[src/rtl/crc_err_inj_ctrl_pkg.sv]
// Purpose : shared types and sizing helpers for the CRC error-injection controller.
// Latency : n/a (package only).
// Backpressure: n/a (package only).
// Contents: mode/state enums, LFSR feedback polynomial, flit-width and burst-position helpers.
package err_inj_pkg;

    typedef enum logic [1:0] {
        MODE_OFF      = 2'd0,
        MODE_PERIODIC = 2'd1,
        MODE_RANDOM   = 2'd2,
        MODE_SINGLE   = 2'd3
    } mode_e;

    typedef enum logic [1:0] {
        ST_IDLE  = 2'd0,
        ST_COUNT = 2'd1,
        ST_FIRE  = 2'd2,
        ST_DONE  = 2'd3
    } state_e;

    // x^32 + x^22 + x^2 + x + 1 in right-shifting Galois form
    localparam logic [31:0] LFSR_POLY = 32'h8020_0003;

    // Width of the concatenated {checksum, data} vector
    function automatic int calc_w(input int data_w, input int crc_w);
        return data_w + crc_w;
    endfunction

    // Number of legal burst start positions (0 .. W-BURST_LEN)
    function automatic int calc_pos_range(input int data_w, input int crc_w, input int burst_len);
        return data_w + crc_w - burst_len + 1;
    endfunction

endpackage

[src/rtl/crc_err_inj_ctrl_lfsr.sv]
// Purpose : 32-bit Galois LFSR that steps once per asserted advance.
// Latency : new value visible the cycle after adv.
// Backpressure: none; the caller gates adv with its own handshake.
// Ports   : clk, rst (async, active-high), adv (step enable), lfsr (current state).
module err_inj_lfsr
    import err_inj_pkg::*;
#(
    parameter logic [31:0] SEED = 32'hACE1_2468
) (
    input  logic        clk,
    input  logic        rst,
    input  logic        adv,
    output logic [31:0] lfsr
);

    always_ff @(posedge clk or posedge rst) begin
        if (rst) begin
            lfsr <= SEED;
        end else if (adv) begin
            lfsr <= {1'b0, lfsr[31:1]} ^ (lfsr[0] ? LFSR_POLY : 32'h0);
        end
    end

endmodule

[src/rtl/crc_err_inj_ctrl.sv]
// Purpose : selects flits for CRC error injection and flips a bounded burst in {checksum, data}.
// Latency : 1 cycle from input acceptance to valid_o (single output register).
// Backpressure: ready_o = !valid_o || ready_i; the held flit stays stable while stalled.
// Ports   : cfg_* (latched on leaving IDLE), valid_i/ready_o/data_i/checksum_i in,
//           valid_o/ready_i/data_o/checksum_o/corrupted_o out, busy_o, inj_cnt_o/flit_cnt_o stats.
// Build   : define ERR_INJ_STATS_EN for live statistics counters; otherwise the stats read 0.
module crc_err_inj_ctrl
    import err_inj_pkg::*;
#(
    parameter int          DATA_WIDTH = 512,
    parameter int          CRC_WIDTH  = 32,
    parameter int          BURST_LEN  = 32,
    parameter logic [31:0] LFSR_SEED  = 32'hACE1_2468
) (
    input  logic                  clk,
    input  logic                  rst,
    input  logic                  cfg_en,
    input  logic [1:0]            cfg_mode,
    input  logic [15:0]           cfg_period,
    input  logic [9:0]            cfg_start_bit,
    input  logic [BURST_LEN-1:0]  cfg_mask,
    input  logic                  valid_i,
    output logic                  ready_o,
    input  logic [DATA_WIDTH-1:0] data_i,
    input  logic [CRC_WIDTH-1:0]  checksum_i,
    output logic                  valid_o,
    input  logic                  ready_i,
    output logic [DATA_WIDTH-1:0] data_o,
    output logic [CRC_WIDTH-1:0]  checksum_o,
    output logic                  corrupted_o,
    output logic                  busy_o,
    output logic [31:0]           inj_cnt_o,
    output logic [31:0]           flit_cnt_o
);

    localparam int          W           = calc_w(DATA_WIDTH, CRC_WIDTH);
    localparam int          POS_RANGE   = calc_pos_range(DATA_WIDTH, CRC_WIDTH, BURST_LEN);
    localparam logic [31:0] POS_RANGE_L = 32'(POS_RANGE);
    localparam logic [9:0]  POS_MAX_L   = 10'(POS_RANGE - 1);

    state_e                 state_q, state_d;
    mode_e                  mode_q;
    logic [15:0]            period_q;
    logic [9:0]             start_q;
    logic [BURST_LEN-1:0]   mask_q;
    logic [15:0]            cnt_q, cnt_d;
    logic [31:0]            lfsr;
    logic                   acc;
    logic                   go;
    logic                   inject;
    logic                   lfsr_adv;
    logic [9:0]             start_sel;
    logic [BURST_LEN-1:0]   mask_sel;
    logic [W-1:0]           flip;
    logic [W-1:0]           vec_out;

    assign ready_o = !valid_o || ready_i;
    assign acc     = valid_i && ready_o;
    assign go      = cfg_en && (mode_e'(cfg_mode) != MODE_OFF);
    assign busy_o  = (state_q != ST_IDLE);

    // Random mode draws a fresh decision and burst from the LFSR on every accepted flit
    assign lfsr_adv = acc && (state_q == ST_COUNT) && (mode_q == MODE_RANDOM);

    err_inj_lfsr #(.SEED(LFSR_SEED)) u_lfsr (
        .clk  (clk),
        .rst  (rst),
        .adv  (lfsr_adv),
        .lfsr (lfsr)
    );

    always_comb begin
        state_d = state_q;
        cnt_d   = cnt_q;
        inject  = 1'b0;
        unique case (state_q)
            ST_IDLE: begin
                if (go) begin
                    state_d = ST_COUNT;
                    cnt_d   = '0;
                end
            end
            ST_COUNT: begin
                if (acc) begin
                    if (mode_q == MODE_RANDOM) begin
                        inject = lfsr[31];
                    end else if (period_q == 16'd1) begin
                        // A period of one never needs FIRE: every flit is the Nth flit
                        inject = 1'b1;
                        if (mode_q == MODE_SINGLE) state_d = ST_DONE;
                    end else if (cnt_q + 16'd1 == period_q - 16'd1) begin
                        state_d = ST_FIRE;
                        cnt_d   = cnt_q + 16'd1;
                    end else begin
                        cnt_d = cnt_q + 16'd1;
                    end
                end
            end
            ST_FIRE: begin
                if (acc) begin
                    inject  = 1'b1;
                    cnt_d   = '0;
                    state_d = (mode_q == MODE_SINGLE) ? ST_DONE : ST_COUNT;
                end
            end
            ST_DONE: begin
                state_d = ST_DONE;
            end
            default: state_d = ST_IDLE;
        endcase
        if (!cfg_en) state_d = ST_IDLE;
    end

    always_ff @(posedge clk or posedge rst) begin
        if (rst) begin
            state_q  <= ST_IDLE;
            cnt_q    <= '0;
            mode_q   <= MODE_OFF;
            period_q <= 16'd1;
            start_q  <= '0;
            mask_q   <= '0;
        end else begin
            state_q <= state_d;
            cnt_q   <= cnt_d;
            // Configuration is only sampled on the way out of IDLE
            if (state_q == ST_IDLE && go) begin
                mode_q   <= mode_e'(cfg_mode);
                period_q <= (cfg_period == 16'd0) ? 16'd1 : cfg_period;
                start_q  <= (cfg_start_bit > POS_MAX_L) ? POS_MAX_L : cfg_start_bit;
                mask_q   <= cfg_mask;
            end
        end
    end

    // Burst selection: LFSR-derived in random mode, latched config otherwise
    always_comb begin
        start_sel = start_q;
        mask_sel  = mask_q;
        if (mode_q == MODE_RANDOM) begin
            start_sel = 10'(lfsr % POS_RANGE_L);
            for (int i = 0; i < BURST_LEN; i++) begin
                mask_sel[i] = lfsr[BURST_LEN-1-i];
            end
        end
    end

    assign flip    = {{(W-BURST_LEN){1'b0}}, mask_sel} << start_sel;
    assign vec_out = {checksum_i, data_i} ^ (inject ? flip : {W{1'b0}});

    always_ff @(posedge clk or posedge rst) begin
        if (rst) begin
            valid_o     <= 1'b0;
            data_o      <= '0;
            checksum_o  <= '0;
            corrupted_o <= 1'b0;
        end else if (acc) begin
            valid_o                <= 1'b1;
            {checksum_o, data_o}   <= vec_out;
            corrupted_o            <= inject && (|mask_sel);
        end else if (ready_i) begin
            valid_o <= 1'b0;
        end
    end

`ifdef ERR_INJ_STATS_EN
    logic [31:0] inj_cnt_q;
    logic [31:0] flit_cnt_q;

    // Both counters wrap silently
    always_ff @(posedge clk or posedge rst) begin
        if (rst) begin
            inj_cnt_q  <= '0;
            flit_cnt_q <= '0;
        end else begin
            if (acc) flit_cnt_q <= flit_cnt_q + 32'd1;
            if (valid_o && ready_i && corrupted_o) inj_cnt_q <= inj_cnt_q + 32'd1;
        end
    end

    assign inj_cnt_o  = inj_cnt_q;
    assign flit_cnt_o = flit_cnt_q;
`else
    assign inj_cnt_o  = 32'd0;
    assign flit_cnt_o = 32'd0;
`endif

endmodule
[config.mk]
export PLATFORM = sky130hd
export DESIGN_NAME = crc_err_inj_ctrl
export DESIGN_NICKNAME = d
export VERILOG_FILES = /design/src/rtl/crc_err_inj_ctrl_pkg.sv /design/src/rtl/crc_err_inj_ctrl_lfsr.sv /design/src/rtl/crc_err_inj_ctrl.sv
export SDC_FILE = /design/constraint.sdc
export NUM_CORES = 2
export LEC_CHECK = 0
export ABC_CLOCK_PERIOD_IN_PS = 21100
export CORE_AREA = 2 2 473 475
export CTS_CLUSTER_SIZE = 24
export DETAILED_ROUTE_END_ITERATION = 12
export DIE_AREA = 0 0 475 477
export SLEW_MARGIN = 30
export SYNTH_ARGS = -nofsm -noshare
export SYNTH_HDL_FRONTEND = slang
export SYNTH_SLANG_ARGS = --single-unit
[constraint.sdc]
create_clock -name clk -period 21.1 [get_ports clk]
set_input_delay 4.22 -clock clk [delete_from_list [all_inputs] [get_ports clk]]
set_output_delay 4.22 -clock clk [all_outputs]
set_load 0.005 [all_outputs]
; After elaboration in Yosys (flattened, before gate mapping)
; Index checks and enable logic that the tools add are counted.
[op_classes]
addsub = 2
mul = 0
n_div = 1
n_lt_le_gt_ge = 1
eq_ne = 18
shift = 1
muxes = 29
bitwise_logic = 2
n_reduce_logical = 17
[op_table]
columns = op, count
row1 = $mux W544, 1
row2 = $shl A32 B10 Y544, 1
row3 = $xor A544 B544 Y544, 1
row4 = $mux W16, 6
row5 = $mux W32, 2
row6 = $pmux W16 S3, 1
row7 = $mod A32 B10 Y32 const B, 1
row8 = $reduce_or A32 Y1, 1
row9 = $xor A31 B32 Y32, 1
row10 = $mux W10, 2
row11 = $mux W2, 9
row12 = $add A16 B1 Y16 const B, 1
row13 = $eq A16 B1 Y1 const B, 1
row14 = $eq A16 B16 Y1, 1
row15 = $logic_not A16 Y1, 1
row16 = $sub A16 B1 Y16 const B, 1
row17 = $ne A3 B3 Y1 const B, 4
row18 = $reduce_and A6 Y1, 2
row19 = $gt A10 B10 Y1 const B, 1
row20 = $ne A2 B2 Y1 const B, 5
row21 = $eq A2 B2 Y1 const B, 4
row22 = $pmux W2 S4, 1
row23 = $logic_and A1 B1 Y1, 6
row24 = $mux W1, 6
row25 = 9 further kinds, 11
[word_totals]
ff_bits = 656
latchBits = 0
ram_bits = 0
romBits = 0
inputBits = 609
out_inout_bits = 612
word_cells = 82
memories = 0

; Depth between registers and ports, before layout
[logic_depth]
depth_word = 8
mapped_depth = 96
ltp_nobuf = 79

; Hierarchy
; From an unflattened synthesis, not the netlist that was laid out.
[unflattened]
cells_unflattened = 6026
hier_area_um2 = 49177.2
[modules_own_cells]
columns = mod, n_inst, cells_each, area_each_um2, seq_area_each_um2
row1 = crc_err_inj_ctrl, 1, 5952, 47825.9, 15616.2
row2 = err_inj_lfsr, 1, 74, 1351.3, 817.0

; Least setup slack after synthesis
; Ideal clock, no wire load.
[synth_path]
path_kind = register to register
from = reg u_lfsr.lfsr[26]
to = reg data_o[382]
setup_ns = 0.119
arrival_time_ns = 21.477
t_required_ns = 20.981
slack_ns = -0.496
path_stages_with_launch = 86
path_buffers = 12
synth_period_minus_slack_ns = 21.596
path_cell_list = dfstp_2 -> buf_2 -> or4_1 -> clkbuf_1 -> a211o_1 -> or3_1 -> a31oi_2 -> xnor2_1 -> nand3_2 -> o41a_1 -> and2_4 -> or3_1 -> o31ai_1 -> and4_1 -> buf_4 -> nand3_2 -> mux2_2 -> a2111oi_2 -> [50 not listed] -> inv_1 -> ha_1 -> nand2b_1 -> nor4b_4 -> nand2_1 -> o311ai_1 -> xor2_1 -> o21ai_1 -> buf_2 -> buf_2 -> clkbuf_1 -> o211ai_1 -> a32o_1 -> clkbuf_1 -> nor3_1 -> nand2_1 -> a21oi_1 -> nor2_1
[synth_via]
elab_chain_len = 5
elab_cells_between_ends = 6
cone_classes = div: 1 / shift: 1 / mux: 3 / bitwise: 1
[synth_rtl]
columns = item, line_no
row1 = from (decl), crc_err_inj_ctrl_lfsr.sv:13  ; output logic [31:0] lfsr
row2 = from (signal assigned), crc_err_inj_ctrl_lfsr.sv:20  ; lfsr <= {1'b0, lfsr[31:1]} ^ (lfsr[0] ? LFSR_POLY : 32'h0);
row3 = $mod A32 B10 Y32, crc_err_inj_ctrl.sv:140  ; start_sel = 10'(lfsr % POS_RANGE_L);
row4 = $mux W10, crc_err_inj_ctrl.sv:139  ; if (mode_q == MODE_RANDOM) begin
row5 = $shl A32 B10 Y544 *, crc_err_inj_ctrl.sv:147  ; assign flip = {{(W-BURST_LEN){1'b0}}, mask_sel} << start_sel;
row6 = $mux W544 *, crc_err_inj_ctrl.sv:148  ; assign vec_out = {checksum_i, data_i} ^ (inject ? flip : {W{1'b0}});
row7 = $xor A544 B544 Y544 *, crc_err_inj_ctrl.sv:148
row8 = to (signal assigned), crc_err_inj_ctrl.sv:158  ; {checksum_o, data_o} <= vec_out;
row9 = to (decl), crc_err_inj_ctrl.sv:28  ; output logic [DATA_WIDTH-1:0] data_o,
; Mark *: on every way between the ends. The rest lies on a longest branch, timed or not.
; A chain may end at the register's enable or synchronous reset.

; Worst setup path after layout
[layout_path]
from = reg u_lfsr.lfsr[23]
to = reg data_o[261]
; The elaborated chain is that of the path after synthesis.

==> impl_metrics.py <==
metrics = {
    "outcome": {
        "outcome": "complete, but fails checks",
        "violations": "setup timing",
    },
    "timing": {
        "hold_viol": 0,
        "tightest_slew_ps": 1170,
        "setup_slack_ps": -236,
        "layout_worst_path_cycle_share_pct": 101,
        "hold_slack_ps": 482,
        "fmax_mhz": 46.9,
        "report.final.slew_viol_count": 0,
        "rsz0062_at_grt": "yes",
        "min_period_ps": 21340,
        "fin_skew_ps": 88.0,
        "max_slew_margin_pct": 22.3,
        "finalSetupViolCount": 313,
    },
    "synth": {
        "synth_area_per_cell_sq_um": 7.82,
        "netlist_area_sq_mm": 0.0488,
        "synth_area_leaders": "dfrtp_1, nand2_1, xnor2_1, a21oi_1, nor2_1",
        "synth_top_area_cell": "dfrtp_1",
        "synthFlopType": "dfrtp_1",
        "synth_compound_area_share_pct": 26.7,
        "syn_inst": 6239,
        "synth_top_family_by_area": "compound AO/OA/AOI/OAI gates",
        "synth-edff-count": 0,
        "ys_seq_area_share_pct": 33.7,
        "synthMuxAreaShare_pct": 3.65,
        "yosys_warnings": 0,
        "synth-seq-cells": 656,
        "synth.distinct_cells": 131,
        "yosysTopAreaCellShare_pct": 32.9,
        "synth-simple-area-share_pct": 21.4,
        "synth_fa_ha_area_share_pct": 0.441,
        "synth-xor-area-share_pct": 9.36,
        "async_reset_ff_share_pct": 100,
    },
    "floorplan": {
        "io_pins": 1221,
        "die_area_sq_mm": 0.227,
        "initial_utilization_pct": 22.0,
        "die_y_microns": 477,
        "rows": 173,
        "core-area_sq_mm": 0.221,
        "die_x_microns": 475,
    },
    "route": {
        "drt_iter0_drc": 5957,
        "drcViolationCount": 0,
        "viasPerCell": 5.17,
        "wl_per_cell_microns": 32.1,
        "first_pass_iters": 6,
        "routed_wl_microns": 379000,
        "via_count": 61200,
        "antenna_left": 0,
    },
    "global_routing": {
        "met3_usage_pct": 7.25,
        "grt_overflow_total": 0,
        "grt.busiest_layer": "met2",
        "antenna_found_initial": 85,
        "grt_util_met2_pct": 51.1,
        "met1_usage_pct": 37.2,
        "grt_max_degree": 228,
        "track_usage_pct": 32.1,
        "grt_pass1_wl_microns": 504000,
        "grt_pass1_vias": 58900,
    },
    "worst_setup_path": {
        "cp_max_fo": 6,
        "critPathRequiredTime_ps": 21680,
        "slowest_delay_ps": 570,
        "cp.arrival_ps": 21920,
        "r2r_start": "u_lfsr.lfsr[23]",
        "rrSetupSlack_ps": -240,
        "reg2reg_depth": 92,
        "critical-path-slowest-cell": "or4_4",
        "crit_type": "flip-flop to flip-flop",
        "cpMostUsedCell": "buf_4",
        "rr_endpoint": "data_o[261]",
        "worstSetupStartpointType": "flip-flop",
        "endpoint_kind": "flip-flop",
    },
    "placed_design": {
        "place.port_buffers": 1156,
        "pre_cts_ws_ps": -1930,
        "gp_congestion": 1.04,
        "place_hpwl_microns": 313000,
        "dp_cells": 11400,
    },
    "layout": {
        "final_util_pct": 37.9,
        "n_fill_cell": 22700,
        "area_growth_pct": 71.8,
        "drive_gt1_share_pct": 29.8,
        "final_nets": 9360,
        "final_cells": 11800,
    },
    "min_path": {
        "min_from": "data_o[264]",
        "min_path_type": "flip-flop to flip-flop",
        "hold_depth": 2,
        "whs_endpoint": "data_o[264]",
    },
    "clock_network": {
        "clock_path_buffers": 3,
        "cts.sinks": 656,
        "clock-root-buffer": "clkbuf_16",
        "holdBufCountCts": 0,
        "htree_levels": 3,
        "path_clk_slew_ps": 60,
        "clkLatencyLatePin_ps": 810,
        "numCtsBuffers": 87,
        "tritoncts": "yes",
    },
    "flow_run": {
        "cap_violations": 0,
    },
}
[per-stage QoR]
stage	setup TNS [ps]	area, sq um
3_5_place_dp	-829030	74900
2_1_floorplan	0	49200
5_1_grt	-439710	83800
6_report	-20160	83900
4_1_cts	0	80300
3_3_place_gp	-950850	74900
[how the worst max path moves through the flow]
stage	from	to	slack [ps]	cells after the start
finish	u_lfsr.lfsr[23]	data_o[261]	-240	92
global route	u_lfsr.lfsr[26]	data_o[64]	-1050	107
CTS	u_lfsr.lfsr[23]	data_o[286]	0.4	94
detailed placement	u_lfsr.lfsr[16]	data_o[148]	-1930	94
global placement	u_lfsr.lfsr[16]	data_o[320]	-2640	90
floorplan	u_lfsr.lfsr[26]	data_o[315]	8	87
[layout by cell type (no fill, tap or decap), types with 28 or more instances in the layout]
cell type	count
o21ai_0	326
o21ai_1	409
o31ai_1	36
a311oi_1	58
xnor2_1	257
buf_4	1454
a22oi_1	39
nor2_1	472
dfrtp_1	642
nor3_1	101
nand2_1	987
conb_1	64
nor2_2	45
mux2_2	66
or3_1	64
nand3_1	118
inv_1	58
and2_1	33
o21ai_2	40
mux2i_1	50
clkbuf_16	90
buf_6	77
diode_2	55
a21oi_1	405
nor2_4	34
xnor2_2	30
o211ai_1	53
nor4_1	36
buf_12	102
a22o_1	28
nand4_1	35
a31oi_1	44
o21a_1	67
and3_1	33
nand2b_1	32
a21oi_2	44
clkdlybuf4s50_1	1156
a21o_1	31
xor2_1	224
nor3_2	29
[registers in the layout, summed over array words and instances, names as in the netlist]
register and count:
mask_q 32, valid_o 1, period_q 16, checksum_o 32, corrupted_o 1, state_q 2, mode_q 2, u_lfsr.lfsr 32
data_o 512, start_q 10, cnt_q 16
[layout make-up]
type                    count  area, sq um  area share [%]
multi-input cells        5127        34700            41.3
repair buffers           2801        25600            30.5
flip-flops and latches    656        16400            19.6
well taps                2975         3720            4.44
clock buffers             131         2590            3.09
clock inverters            28          459           0.548
inverters                  64          244           0.291
diodes                     55          138           0.164
[critical path, delay by kind of cell (launching register included)]
kind                     cells  cell delay [ps]
AND/OR/NAND/NOR             30             8400
flip-flops                   1              370
XOR/XNOR                     3              480
adder cells (fa/ha/maj)      2              400
AO/OA/AOI/OAI               36             7840
multiplexers                 2              620
buffers and inverters       19             3020
[cells by family (layout without fill, tap and decap cells)]
kind of cell	count (synthesis)	after routing
other	1	119
adders and majority gates	18	18
DFF	656	656
AOI/OAI and AO/OA	2061	2062
xor gates and xnor gates	522	522
buffers and inverters	520	3024
muxes	157	157
and+or+nand+nor	2304	2304
[metal layers]
layer / vias up / wire [microns]
li1: 27300 / -
met1: 30200 / 143000
met2: 2842 / 172000
met3: 792 / 29000
met4: 34 / 34700
met5: - / 302
[Yosys cell counts (all sizes together) (23+ instances only)]
cell type,number
a22oi,60
a31oi,63
or2,39
o211ai,55
nand4,36
buf,141
o21a,75
a22o,32
inv,61
nor4,56
and2,51
nand2,1025
o21ai,794
nor3,154
a211oi,36
mux2i,71
o31ai,46
nand3,141
o22ai,46
dfrtp,642
a21o,35
xnor2,288
mux2,77
clkbuf,315
nand2b,38
a311oi,72
a211o,23
and3,39
or3,83
a21oi,461
xor2,234
nor2,551
[repair_timing]
| action | 4_1_cts | 5_1_grt |
|---|---|---|
| pin swaps | 97 | 196 |
| resized for setup | 359 | 525 |
| endpoints found under the setup margin | 544 | 544 |
| gates cloned | 1 | 6 |
| buffers inserted | 69 | 101 |
Power is not shown: default switching activity piles up to over one toggle a cycle in this logic, so the estimate is an artifact.
